[src/rtl/vec_mult_sched.sv]
// vec_mult_sched
//
// Time-shares one external combinational multiplier across two packed operand
// vectors. On start both vectors are latched, then one element pair per cycle
// is presented to the multiplier (LSB element first). Products are shifted
// into the packed result vector, and their sum is accumulated as a dot product.
//
// Ports
//   clk     : single clock, rising edge
//   reset   : asynchronous, active-low
//   start   : request a vector operation (sampled only in IDLE)
//   A_in    : multiplier vector, element i at [i*Nbits +: Nbits]
//   B_in    : multiplicand vector, same packing
//   mult_a  : operand to the shared multiplier (0 outside RUN)
//   mult_b  : operand to the shared multiplier (0 outside RUN)
//   mult_p  : product from the shared multiplier, same cycle as mult_a/mult_b
//   busy    : high while elements are being multiplied
//   done    : one-cycle pulse, out/dot final
//   out     : packed products, element i at [i*2*Nbits +: 2*Nbits]
//   dot     : unsigned sum of all products
//
// state | meaning
// ------+----------------------------------------------------------
// IDLE  | waiting for start; out/dot hold the last results
// RUN   | one element pair multiplied per cycle, idx = element index
// DONE  | results valid, done pulses for one cycle
module vec_mult_sched #(
    parameter int Nbits = 4,
    parameter int Ndata = 8,
    parameter int ACC_W = 2*Nbits + $clog2(Ndata)
) (
    input  logic                     clk,
    input  logic                     reset,
    input  logic                     start,
    input  logic [Ndata*Nbits-1:0]   A_in,
    input  logic [Ndata*Nbits-1:0]   B_in,
    output logic [Nbits-1:0]         mult_a,
    output logic [Nbits-1:0]         mult_b,
    input  logic [2*Nbits-1:0]       mult_p,
    output logic                     busy,
    output logic                     done,
    output logic [Ndata*2*Nbits-1:0] out,
    output logic [ACC_W-1:0]         dot
);

    localparam int IDX_W = $clog2(Ndata);
    localparam int PW    = 2*Nbits;
    localparam logic [IDX_W-1:0] IDX_LAST = IDX_W'(Ndata - 1);

    typedef enum logic [1:0] {
        S_IDLE = 2'd0,
        S_RUN  = 2'd1,
        S_DONE = 2'd2
    } state_t;

    state_t                   state;
    state_t                   state_nxt;
    logic [IDX_W-1:0]         idx;
    logic [Ndata*Nbits-1:0]   a_sh;
    logic [Ndata*Nbits-1:0]   b_sh;

    always_ff @(posedge clk or negedge reset) begin
        if (!reset) begin
            state <= S_IDLE;
        end else begin
            state <= state_nxt;
        end
    end

    always_comb begin
        state_nxt = state;
        busy      = 1'b0;
        done      = 1'b0;
        mult_a    = '0;
        mult_b    = '0;
        case (state)
            S_IDLE: begin
                if (start) begin
                    state_nxt = S_RUN;
                end
            end
            S_RUN: begin
                busy   = 1'b1;
                mult_a = a_sh[Nbits-1:0];
                mult_b = b_sh[Nbits-1:0];
                // Exact compare: Ndata need not be a power of two.
                if (idx == IDX_LAST) begin
                    state_nxt = S_DONE;
                end
            end
            S_DONE: begin
                done      = 1'b1;
                state_nxt = S_IDLE;
            end
            default: begin
                state_nxt = S_IDLE;
            end
        endcase
    end

    always_ff @(posedge clk or negedge reset) begin
        if (!reset) begin
            idx  <= '0;
            a_sh <= '0;
            b_sh <= '0;
            out  <= '0;
            dot  <= '0;
        end else begin
            case (state)
                S_IDLE: begin
                    if (start) begin
                        a_sh <= A_in;
                        b_sh <= B_in;
                        idx  <= '0;
                        out  <= '0;
                        dot  <= '0;
                    end
                end
                S_RUN: begin
                    // Products enter at the top; after Ndata shifts element 0
                    // has reached the bottom slot.
                    out  <= {mult_p, out[Ndata*PW-1:PW]};
                    dot  <= dot + ACC_W'(mult_p);
                    a_sh <= a_sh >> Nbits;
                    b_sh <= b_sh >> Nbits;
                    idx  <= idx + 1'b1;
                end
                default: begin
                end
            endcase
        end
    end

endmodule

[config.mk]
export PLATFORM = sky130hd
export DESIGN_NAME = vec_mult_sched
export DESIGN_NICKNAME = d
export VERILOG_FILES = /design/src/rtl/vec_mult_sched.sv
export SDC_FILE = /design/constraint.sdc
export NUM_CORES = 1
export LEC_CHECK = 0
export ABC_AREA = 1
export CAP_MARGIN = 15
export CORE_AREA = 2 2 87 172
export CTS_CLUSTER_DIAMETER = 200
export DETAILED_ROUTE_END_ITERATION = 10
export DIE_AREA = 0 0 89 174
export GPL_TIMING_DRIVEN = 0
export PLACE_DENSITY = 0.73
export SLEW_MARGIN = 20
export SYNTH_ARGS = -nofsm -noshare
export SYNTH_HDL_FRONTEND = slang
export SYNTH_SLANG_ARGS = --single-unit
[constraint.sdc]
create_clock -name clk -period 1.8 [get_ports clk]
set_clock_uncertainty 0.2 [all_clocks]
set_input_delay 0.36 -clock clk [delete_from_list [all_inputs] [get_ports clk]]
set_output_delay 0.36 -clock clk [all_outputs]
set_load 0.05 [all_outputs]
# ---- Yosys cells after proc, flatten, opt, wreduce, memory -nomap -nowiden
# Index checks and enable logic that the tools add are counted.
dict set report totals {
  ff_bits 144
  input_bits 75
  word_cells 34
}
dict set report op_classes {
  addsub 2
  n_eq_ne 5
  mux 17
  reduce_logical 4
}
# op count
set op_table {}
lappend op_table {{32-bit case mux with 2 select lines} 2}
lappend op_table {{64-bit case mux with 2 select lines} 1}
lappend op_table {{32-bit two-way mux} 2}
lappend op_table {{64-bit two-way mux} 1}
lappend op_table {{11-bit case mux with 2 select lines} 1}
lappend op_table {{11-bit by 8-bit adder with 11-bit output} 1}
lappend op_table {{11-bit two-way mux} 1}
lappend op_table {{4-bit two-way mux} 2}
lappend op_table {{3-bit case mux with 2 select lines} 1}
lappend op_table {{2-bit two-way mux} 2}
lappend op_table {{2-bit != test, second input constant} 2}
lappend op_table {{2-bit case mux with 2 select lines} 1}
lappend op_table {{2-bit AND reduction} 2}
lappend op_table {{3-bit by 1-bit adder with 3-bit output, second input constant} 1}
lappend op_table {{3-bit equality test, second input constant} 1}
lappend op_table {{3-bit two-way mux} 1}
lappend op_table {{2-bit by 1-bit equality test with 1-bit output, second input constant} 1}
lappend op_table {{2-bit equality test, second input constant} 1}
lappend op_table {{2-bit zero test} 1}
lappend op_table {{1-bit two-way mux} 2}
lappend op_table {{2-bit nonzero test} 1}

# ---- Logic depth before layout (Yosys ltp)
dict set report logic_depth {
  depth_word 3
  mapped_depth 10
  ltp_nobuf 10
}

# ---- Worst setup path before layout
# OpenSTA, ideal clock, no wires.
dict set report synth_timing {
  path_kind {register to register}
  start {register dot[0]}
  end {register dot[8]}
  setup_ns 0.114
  arrival_time_ns 1.839
  setup_slack_ns -0.352
  path_stages_with_launch 11
  period_less_slack_ns 2.152
  cell_sequence {dfrtp_1 -> ha_1 -> fa_1 -> nand2_1 -> nor2_1 -> nor2_1 -> o21ai_1 -> nand2_1 -> nand2_1 -> nand2_1 -> inv_1}
}
dict set report synth_between {
  elab_chain_len 2
}
# item line
set synth_lines {}
lappend synth_lines {{start: declaration} 43} ;# output logic [ACC_W-1:0] dot
lappend synth_lines {{start signal: assignment} 123} ;# dot <= dot + ACC_W'(mult_p);
lappend synth_lines {{11-bit by 8-bit adder with 11-bit output} 123}
lappend synth_lines {{11-bit case mux with 2 select lines} 109} ;# case (state)
# No other way between the ends.
# A chain may end at the register's enable or synchronous reset.

# ---- Worst setup path in the final report
dict set report layout_timing {
  start {register state[1]}
  end {output port mult_b[0]}
}
dict set report layout_between {
  elab_chain_len 2
}
# item line
set layout_lines {}
lappend layout_lines {{start: declaration} 56} ;# state_t state;
lappend layout_lines {{start signal: assignment} 66} ;# state <= state_nxt;
lappend layout_lines {{2-bit by 1-bit equality test with 1-bit output} 76} ;# case (state)
lappend layout_lines {{4-bit two-way mux} 76}
lappend layout_lines {{end: declaration} 38} ;# output logic [Nbits-1:0] mult_b,
# No other way between the ends.

==> summary.md <==
| Metric | Value |
|---|---|
| Status | `finished with violations` |
| Violated checks | `setup timing` |
| Placement row count | `62` |
| Metal2 WL | `10.3 mm` |
| Via-to-Cell Ratio | `5.11` |
| Inserted Clock Buffers | `17` |
| Endpoints failing setup | `18` |
| Grt ovf | `0` |
| Post-Place Worst Slack | `-0.693 ns` |
| Height of the die | `174 um` |
| Via count | `5467` |
| Initial antenna violation count | `0` |
| Initial core utilization | `between 40 and 50%` |
| Req. time, crit path | `1.24 ns` |
| Synth unique cells | `25` |
| Initial drt markers | `313` |
| Max Freq | `493 MHz` |
| Clock Sinks | `about 140` |
| Synthesized net count | `~760` |
| Residual DRC count | `0` |
| WS Path Type | `register to output pin` |
| Antenna-violating nets left | `0` |
| Avg Cell Area, Syn | `9.12 um2` |
| Detailed placement HPWL | `roughly 13 mm` |
| Area Growth Syn to Fin | `49.1%` |
| Largest net degree at the start of global routing | `75` |
| Hold WC Path Type | `input pin to register` |
| Pre-antenna DRT Iters | `6` |
| Layout cells sized above 1 | `between 20% and 30%` |
| PD cells | `2130 mW/mm2` |
| Cells after synthesis | `~670` |
| TritonCTS clock tree | `done` |
| Max cap viols | `0` |
| Yosys warnings | `0` |
| Crit path max fanout | `5` |
| H-tree levels | `4` |
| Final Power | `slightly below 20000 uW` |
| Nets | `952` |
| Fin worst setup slack | `-0.230 ns` |
| Fillers | `1187` |
| DR WL/cell | `17.2 um` |
| Die area | `0.0155 mm2` |
| Antenna diode count | `0` |
| Worst Path Arrival | `roughly 1.5 ns` |
| Synth Cell Area | `0.00612 mm2` |
| Maximum vdd drop | `0.980 mV` |
| P_leak | `0.00420 uW` |
| Rel. slew slack | `62.7%` |
| Post-layout min period | `2.03 ns` |
| Clock Latency Late Sink | `roughly 0.4 ns` |
| Met1 wire length | `about 6.4 mm` |
| CTS Buffer Depth | `2` |
| Hold Fails Final Rpt | `0` |
| First-pass GRT wire length | `29.1 mm` |
| Startpoint Class | `register` |
| CTS Root Cell | `clkbuf_16` |
| RSZ-0062 raised after global routing | `yes` |
| Register area share after synthesis | `58.9%` |
| Placer Congestion | `just under 0.9` |
| Gr usage total | `25.0%` |
| Core ar. | `0.0143 mm2` |
| Routed WL | `18.4 mm` |
| Port Buffer Count | `159` |
| Top Layer Used | `met4` |
| Die W | `a little under 90 um` |
| Met3 wire length | `~780 um` |
| Endpoint class of the critical path | `output pin` |
| Seq cells post-synth | `144` |
| Clock-pin slew on the worst setup and hold paths | `~0.06 ns` |
| Final period utilization | `113%` |
| Worst slew pin tran | `roughly 0.56 ns` |
| Vias in the first global route | `5747` |
| Pins Over Slew Limit | `0` |
| Ports | `160` |
-- final cells by class --
| type | count | area [um2] | share of cell area, % |
|---|---|---|---|
| plain buffers | 36 | 248 | 2.71 |
| clock buffers | 17 | 425 | 4.66 |
| clock inverters | 14 | 204 | 2.23 |
| inverters | 101 | 384 | 4.21 |
| multi-input cells | 390 | 2150 | 23.6 |
| flip-flops and latches | 144 | 3610 | 39.6 |
| well taps | 192 | 240 | 2.63 |
| repair buffers | 176 | 1860 | 20.4 |
-- timing repair --
action,in CTS,in global routing
buffers inserted,10,4
endpoints found under the setup margin,90,73
gates resized for setup,336,42
endpoints found under the hold margin,73,0
pin swaps,7,7
hold buffers,1,0
cloned,1,0
-- metrics by stage --
step | hold WS (ns) | std cells | cell area [um2] | TNS [ns] | util (%)
final | 0.199 | 1070 | 9130 | -2.20 | 63.9
after global routing | 0.201 | 1070 | 9130 | -5.34 | 63.9
after CTS | 0.210 | 1066 | 8990 | -1.94 | 63.0
after detailed placement | 0.158 | 1023 | 8030 | -26.82 | 56.2
after global placement | 0.264 | 1022 | 7990 | -825.28 | 56.0
after floorplan | -0.136 | 671 | 6160 | -2.26 | -
-- state kept, by name (all words and copies together) (netlist names) --
name,cells
b_sh,32
out,64
dot,11
state,2
idx,3
a_sh,32
-- cell usage after synthesis, drive strengths merged --
master,n,share of area (%)
nand2,204,13
dfrtp,144,59
inv,101,6.2
o22ai,48,4.9
nand3,36,2.9
buf,32,2.7
o21ai,25,2.0
o211ai,24,2.9
nor2,18,1.1
a22o,10,1.4
ha,10,2.0
o221ai,5,0.72
a21oi,4,0.33
clkbuf,4,0.25
a211oi,1,0.12
fa,1,0.33
nand3b,1,0.12
nor3b,1,0.12
or2,1,0.10
xor2,1,0.14
-- critical path, cell delays in order, from the launching register on --
cell	delay (ns)
dfrtp_1	0.37
inv_2	0.08
nand2_4	0.06
buf_6	0.14
buf_12	0.15
nor2_4	0.11
buf_8	0.15
-- cell usage in the layout (no fill, tap or decap), drive strengths merged --
cell,netlist,final
clkdlybuf4s50,0,71
nor3b,1,1
bufinv,0,4
or2,1,1
clkdlybuf4s18,0,1
inv,101,107
clkinvlp,0,2
clkdlybuf4s15,0,70
xor2,1,1
a211oi,1,1
a21oi,4,4
clkinv,0,2
clkbuf,4,28
nor2,18,18
dfrtp,144,144
dlygate4sd3,0,1
nand3,36,36
o22ai,48,48
o211ai,24,24
o21ai,25,25
o221ai,5,5
ha,10,10
nand3b,1,1
dlygate4sd2,0,2
a22o,10,10
nand2,204,204
buf,32,56
fa,1,1
-- path summary, 6_finish.rpt --
| path | cells past startpoint | from | slack (ns) | end |
|---|---|---|---|---|
| max | 6 | state[1]$_DFFE_PN0P_ | -0.23 | mult_b[0] |
| max in group asynchronous | 3 | reset | 0.32 | dot[2]$_DFFE_PN0P_ |
| min reg2reg | 2 | b_sh[25]$_DFFE_PN0P_ | 0.28 | b_sh[25]$_DFFE_PN0P_ |
| min | 3 | mult_p[0] | 0.20 | out[56]$_DFFE_PN0P_ |
| max reg2reg | 10 | dot[0]$_DFFE_PN0P_ | -0.08 | dot[8]$_DFFE_PN0P_ |
| min in group asynchronous | 2 | reset | 0.29 | a_sh[0]$_DFFE_PN0P_ |
-- logic make-up (layout without fill, tap and decap cells) --
logic type	after synthesis	in the layout	synth area share, %
AO/OA/AOI/OAI	117	117	12.5
adder cells (fa/ha/maj)	11	11	2.37
buffers and inverters	137	344	9.14
XOR/XNOR	1	1	0.143
AND/OR/NAND/NOR	261	261	17.0
flip-flops	144	144	58.9
-- layer usage --
layer  vias up  global-route usage, %
met2       206                   44.7
li1       2568                      -
met3        53                   3.85
met4         0                   13.4
met1      2640                   27.1
met5         -                      0
-- where the power goes --
part           internal, uW  switching, uW
Clock                  2340           1410
Sequential             4640            823
Combinational          3420           6760
(Power assumes the default switching activity.)
